`config.mk`:
```
export PLATFORM = sky130hd
export DESIGN_NAME = dmem_arbiter_flat
export DESIGN_NICKNAME = d
export VERILOG_FILES = /design/src/rtl/dmem_arbiter_if.sv /design/src/rtl/dmem_arbiter.sv /design/src/flat_wrapper.sv
export SDC_FILE = /design/constraint.sdc
export NUM_CORES = 1
export LEC_CHECK = 0
export ABC_AREA = 1
export CORE_MARGIN = 3
export CORE_UTILIZATION = 35
export DETAILED_ROUTE_END_ITERATION = 8
export GPL_ROUTABILITY_DRIVEN = 1
export HOLD_SLACK_MARGIN = 0.06
export PLACE_DENSITY = 0.76
export RECOVER_POWER = 50
export SETUP_SLACK_MARGIN = 0.5
export SYNTH_ARGS = -nofsm -noshare
export SYNTH_HDL_FRONTEND = slang
export SYNTH_SLANG_ARGS = --single-unit
```
`constraint.sdc`:
```
create_clock -name clk -period 1.2 [get_ports clk]
set_input_delay 0.24 -clock clk [delete_from_list [all_inputs] [get_ports clk]]
set_output_delay 0.24 -clock clk [all_outputs]
set_load 0.03 [all_outputs]
```
`src/rtl/dmem_arbiter_if.sv`:
```
// Bus bundle between the CPU data port, the host request port and the
// single-port data memory that the arbiter shares between them.
interface dmem_arbiter_if;
    logic [15:0] cpu_addr;
    logic        cpu_oe;
    logic [1:0]  cpu_we;
    logic [15:0] cpu_wdata;
    logic [15:0] cpu_rdata;

    logic        h_req;
    logic [1:0]  h_we;
    logic [15:0] h_addr;
    logic [15:0] h_wdata;
    logic        h_rdy;
    logic        h_done;
    logic [15:0] h_rdata;
    logic        h_starve;

    logic [15:0] m_addr;
    logic        m_oe;
    logic [1:0]  m_we;
    logic [15:0] m_wdata;
    logic [15:0] m_rdata;

    modport slave (
        input  cpu_addr, cpu_oe, cpu_we, cpu_wdata,
        output cpu_rdata,
        input  h_req, h_we, h_addr, h_wdata,
        output h_rdy, h_done, h_rdata, h_starve,
        output m_addr, m_oe, m_we, m_wdata,
        input  m_rdata
    );

    modport master (
        output cpu_addr, cpu_oe, cpu_we, cpu_wdata,
        input  cpu_rdata,
        output h_req, h_we, h_addr, h_wdata,
        input  h_rdy, h_done, h_rdata, h_starve,
        input  m_addr, m_oe, m_we, m_wdata,
        output m_rdata
    );
endinterface

```
`src/rtl/dmem_arbiter.sv`:
```
// Data-memory arbiter: the CPU owns the memory whenever it accesses it; a
// single host request is held and slipped into the first CPU-free cycle.
module dmem_arbiter #(
    parameter int STARVE_LIMIT = 16
) (
    input logic             clk,
    input logic             rst,
    dmem_arbiter_if.slave   bus
);
    typedef enum logic [1:0] {IDLE, PEND, RESP} state_t;

    localparam logic [7:0] LIMIT = 8'(STARVE_LIMIT);

    state_t      state;
    logic [1:0]  req_we;
    logic [15:0] req_addr;
    logic [15:0] req_wdata;
    logic [7:0]  wait_cnt;
    logic [15:0] rdata_q;

    logic cpu_busy, host_go, accept;

    assign cpu_busy = bus.cpu_oe | (|bus.cpu_we);
    assign host_go  = (state == PEND) && !cpu_busy;
    assign accept   = (state == IDLE) && bus.h_req;

    // Memory mux: CPU first, held host request only in a free PEND cycle.
    always_comb begin
        bus.m_addr  = '0;
        bus.m_oe    = 1'b0;
        bus.m_we    = 2'b00;
        bus.m_wdata = '0;
        if (cpu_busy) begin
            bus.m_addr  = bus.cpu_addr;
            bus.m_oe    = bus.cpu_oe;
            bus.m_we    = bus.cpu_we;
            bus.m_wdata = bus.cpu_wdata;
        end else if (host_go) begin
            bus.m_addr  = req_addr;
            bus.m_oe    = (req_we == 2'b00);
            bus.m_we    = req_we;
            bus.m_wdata = req_wdata;
        end
    end

    assign bus.cpu_rdata = bus.m_rdata;
    assign bus.h_rdy     = (state == IDLE);
    assign bus.h_done    = (state == RESP);
    assign bus.h_rdata   = rdata_q;
    assign bus.h_starve  = (state == PEND) && (wait_cnt >= LIMIT);

    always_ff @(posedge clk) begin
        if (rst) begin
            state     <= IDLE;
            req_we    <= 2'b00;
            req_addr  <= '0;
            req_wdata <= '0;
            wait_cnt  <= '0;
            rdata_q   <= '0;
        end else begin
            case (state)
                IDLE: if (accept) begin
                    req_we    <= bus.h_we;
                    req_addr  <= bus.h_addr;
                    req_wdata <= bus.h_wdata;
                    wait_cnt  <= '0;
                    state     <= PEND;
                end
                PEND: begin
                    if (host_go) begin
                        if (req_we == 2'b00) rdata_q <= bus.m_rdata;
                        state <= RESP;
                    end else if (wait_cnt != 8'hFF) begin
                        wait_cnt <= wait_cnt + 8'd1;
                    end
                end
                RESP:    state <= IDLE;
                default: state <= IDLE;
            endcase
        end
    end
endmodule

```
`src/flat_wrapper.sv`:
```
// flat-port wrapper written by rule: the top's interface ports become plain ports
module dmem_arbiter_flat 
#(
    parameter int STARVE_LIMIT = 16
)
  (clk, rst, bus_cpu_addr, bus_cpu_oe, bus_cpu_we, bus_cpu_wdata, bus_cpu_rdata, bus_h_req, bus_h_we, bus_h_addr, bus_h_wdata, bus_h_rdy, bus_h_done, bus_h_rdata, bus_h_starve, bus_m_addr, bus_m_oe, bus_m_we, bus_m_wdata, bus_m_rdata);
  dmem_arbiter_if bus_i ();
  input logic clk;
  input logic rst;
  input wire logic [$bits(bus_i.cpu_addr)-1:0] bus_cpu_addr;
  input wire logic [$bits(bus_i.cpu_oe)-1:0] bus_cpu_oe;
  input wire logic [$bits(bus_i.cpu_we)-1:0] bus_cpu_we;
  input wire logic [$bits(bus_i.cpu_wdata)-1:0] bus_cpu_wdata;
  output wire logic [$bits(bus_i.cpu_rdata)-1:0] bus_cpu_rdata;
  input wire logic [$bits(bus_i.h_req)-1:0] bus_h_req;
  input wire logic [$bits(bus_i.h_we)-1:0] bus_h_we;
  input wire logic [$bits(bus_i.h_addr)-1:0] bus_h_addr;
  input wire logic [$bits(bus_i.h_wdata)-1:0] bus_h_wdata;
  output wire logic [$bits(bus_i.h_rdy)-1:0] bus_h_rdy;
  output wire logic [$bits(bus_i.h_done)-1:0] bus_h_done;
  output wire logic [$bits(bus_i.h_rdata)-1:0] bus_h_rdata;
  output wire logic [$bits(bus_i.h_starve)-1:0] bus_h_starve;
  output wire logic [$bits(bus_i.m_addr)-1:0] bus_m_addr;
  output wire logic [$bits(bus_i.m_oe)-1:0] bus_m_oe;
  output wire logic [$bits(bus_i.m_we)-1:0] bus_m_we;
  output wire logic [$bits(bus_i.m_wdata)-1:0] bus_m_wdata;
  input wire logic [$bits(bus_i.m_rdata)-1:0] bus_m_rdata;
  assign bus_i.cpu_addr = bus_cpu_addr;
  assign bus_i.cpu_oe = bus_cpu_oe;
  assign bus_i.cpu_we = bus_cpu_we;
  assign bus_i.cpu_wdata = bus_cpu_wdata;
  assign bus_cpu_rdata = bus_i.cpu_rdata;
  assign bus_i.h_req = bus_h_req;
  assign bus_i.h_we = bus_h_we;
  assign bus_i.h_addr = bus_h_addr;
  assign bus_i.h_wdata = bus_h_wdata;
  assign bus_h_rdy = bus_i.h_rdy;
  assign bus_h_done = bus_i.h_done;
  assign bus_h_rdata = bus_i.h_rdata;
  assign bus_h_starve = bus_i.h_starve;
  assign bus_m_addr = bus_i.m_addr;
  assign bus_m_oe = bus_i.m_oe;
  assign bus_m_we = bus_i.m_we;
  assign bus_m_wdata = bus_i.m_wdata;
  assign bus_i.m_rdata = bus_m_rdata;
  dmem_arbiter #(.STARVE_LIMIT(STARVE_LIMIT)) u_core (.clk(clk), .rst(rst), .bus(bus_i));
endmodule
```
==> summary.md <==
| Metric | Value |
|---|---|
| Worst Hold Class | `in -> reg` |
| Syn avg cell area | `7.49 µm²` |
| Post-Syn Area | `roughly 2900 µm²` |
| LEAKAGE | `between 2 and 3 nW` |
| Worst hold path depth | `3` |
| Final core utilization | `0.771` |
| Worst hold slack | `about 120 ps` |
| Critical Path Start Type | `register` |
| Worst-margin pin slew | `approximately 390 ps` |
| Hold Startpoint | `bus_m_rdata[3]` |
| # rows | `32` |
| H-tree depth | `3` |
| Initial DRC count | `125` |
| Drt drc | `0` |
| Final ANT Viol Nets | `0` |
| Synth Warn # | `0` |
| Most frequent cells in the layout | `nor2_1 (105), buf_6 (75), clkdlybuf4s50_1 (68), buf_4 (50), dfxtp_1 (40)` |
| Maxcap violations | `0` |
| First-pass GRT wire length | `about 19 mm` |
| Rel. slew slack | `0.738` |
| Critical path data arrival time | `around 1500 ps` |
| Placer congestion estimate | `slightly below 0.9` |
| Via density | `slightly below 5` |
| Num CTS Buffers | `9` |
| Slew Limit Fails | `0` |
| Max Fclk | `just under 600 MHz` |
| Dpl cell area | `between 4000 and 5000 µm²` |
| Unique cell type count in the Yosys netlist | `26` |
| Pin count of the biggest net entering global routing | `26` |
| Worst path required time | `roughly 960 ps` |
| Period utilisation layout | `1.43` |
| Final hold viol count | `0` |
| Final wirelength | `approximately 12 mm` |
| Worst Setup End Kind | `output pin` |
| Seq/Total Area, Yosys | `0.416` |
| Post-synth EDFFs | `0` |
| Die footprint | `around 9400 µm²` |
| Async set-reset flop share out of synthesis | `0` |
| Main flop type after synthesis | `dfxtp_1` |
| Setup_tns | `-30280 ps` |
| Tmin final | `between 1500 and 2000 ps` |
| Core area | `7850 µm²` |
| Sink Count | `60` |
| Worst reg2reg path startpoint | `u_core.state[0]$_SDFFE_PP0P_` |
| Number of global-route vias before repair | `~3600` |
| Top-Level Pins | `between 150 and 200` |
| Final instance area | `6050 µm²` |
| Clk root buf | `clkbuf_8` |
| CTS Buffer Depth | `2` |
| FF-to-FF setup slack | `-340 ps` |
| Routed vias | `3489` |
| Number of port buffers | `between 150 and 200` |
| Post-DP HPWL | `slightly above 7 mm` |
| Gr usage total | `0.244` |
| Pwr/cell area | `between 900 and 1000 nW/µm²` |
| Die Ht | `a little under 100 µm` |
| Cell count after synthesis | `385` |
| Drt pass-1 iters | `4` |
| Worst Hold End | `u_core.bus.h_rdata[3]$_SDFFE_PP0P_` |
| Final setup fails | `just under 100` |
| WS Path Type | `reg -> out` |
| Clk pin slew, worst setup/hold paths | `70 ps` |
| Failing checks | `negative setup slack` |
| Total grt overflow | `0` |
| Yosys reg bits | `60` |
| Worst skew pair latency | `approximately 330 ps` |
| R2R depth | `9` |
| Die X | `about 97 µm` |
| Initial antenna violation count | `2` |
| RSZ-0062 raised after global routing | `true` |
| Commonest non-fill, non-tap cell in the layout | `nor2_1` |
| RR Endpoint | `u_core.req_addr[0]$_SDFFE_PP0P_` |
| DR WL/cell | `~17 µm` |
| Area Overhead vs Synth | `110%` |
| Syn nets | `about 480` |
| Worst ir drop on vdd | `just over 0.6 mV` |
| Nets@finish | `683` |
| Status | `finished, violations left` |
| CTS tree | `done` |
| Post-place setup slack | `-688 ps` |
| Initial Utilization | `0.368` |
| Fin Clk Skew | `~6.4 ps` |
| Crit-path max FO | `6` |
| Final worst slack | `-512 ps` |
| Layout cells sized above 1 | `0.480` |
-- where the power goes --
part	internal, mW	total, mW	switching, mW
clock	0.793	1.61	0.817
combinational	1.08	2.04	0.962
sequential	2.13	2.24	0.115
total	4.00	5.89	1.89
-- final cells by class --
class	instances	area [µm²]
Tap cell	102	128
Timing Repair Buffer	233	2440
Multi-Input combinational cell	265	1960
Fill cell	468	1800
Antenna cell	2	5.00
Clock buffer	11	141
Clock inverter	5	26.3
Inverter	24	115
Sequential cell	60	1230
-- flip-flops by register name (all words and copies together), names as in the netlist --
name                flops
u_core.state            2
u_core.req_we           2
u_core.req_wdata       16
u_core.wait_cnt         8
u_core.bus.h_rdata     16
u_core.req_addr        16
-- Yosys cell counts, types with 3 or more instances --
master / n / area [µm²]
nand2_4: 5 / 56.3
inv_1: 21 / 78.8
a22o_1: 32 / 280
nand3_1: 11 / 55.1
clkbuf_1: 9 / 33.8
o21ai_1: 13 / 65.1
dfxtp_1: 60 / 1200
buf_6: 3 / 33.8
buf_2: 5 / 25.0
a21oi_1: 6 / 30.0
nor2_1: 117 / 439
nand2_1: 27 / 101
buf_4: 19 / 143
o21ai_0: 40 / 200
-- critical path, cell delays in order, from the launching register on --
cell      delay [ps]
dfxtp_2          330
inv_2             60
nand2_4           70
nor2_8           200
buf_6            160
inv_4             50
o21bai_4         130
buf_6            140
-- timing repair --
action                                  CTS  global route
hold buffers                              0             0
buffers inserted                         27             9
hold endpoints to repair                  0             0
resized for setup                       225            31
endpoints found under the setup margin  130           130
pin swaps                                 7            10
gates cloned                              9             0
-- kinds of logic after synthesis --
logic type | count (synthesis) | synth area share
AOI/OAI and AO/OA | 94 | 0.208
adders and majority gates | 2 | 0.00868
buffers and inverters | 61 | 0.115
DFF | 60 | 0.416
and+or+nand+nor | 168 | 0.252
-- how the worst max path moves through the flow --
stage,from,end,slack (ps),depth (start not counted)
after CTS,u_core.state[1]$_SDFFE_PP0P_,bus_m_wdata[6],-510,6
after global routing,u_core.state[1]$_SDFFE_PP0P_,bus_m_oe,-580,7
after floorplan,u_core.state[1]$_SDFFE_PP0P_,u_core.req_addr[5]$_SDFFE_PP0P_,-30,6
after global placement,bus_cpu_oe,bus_m_wdata[9],-640,7
after detailed placement,bus_cpu_oe,u_core.bus.h_rdata[0]$_SDFFE_PP0P_,-690,9
final,u_core.state[1]$_SDFFE_PP0P_,bus_m_we[0],-510,7
-- per-layer routing --
layer,up-vias,share of wire,global-route usage
met1,1641,0.37,0.263
met5,-,0,0
li1,1679,-,-
met2,139,0.55,0.459
met4,0,0.030,0.0799
met3,30,0.056,0.0649
-- through the flow --
step / cells / total power, mW
6_report: 702 / 5.89
5_1_grt: 702 / 6.14
4_1_cts: 691 / 5.79
3_5_place_dp: 639 / 3.78
3_3_place_gp: 639 / 3.75
2_1_floorplan: 385 / 3.15
Power figures use the tool's default switching activity.
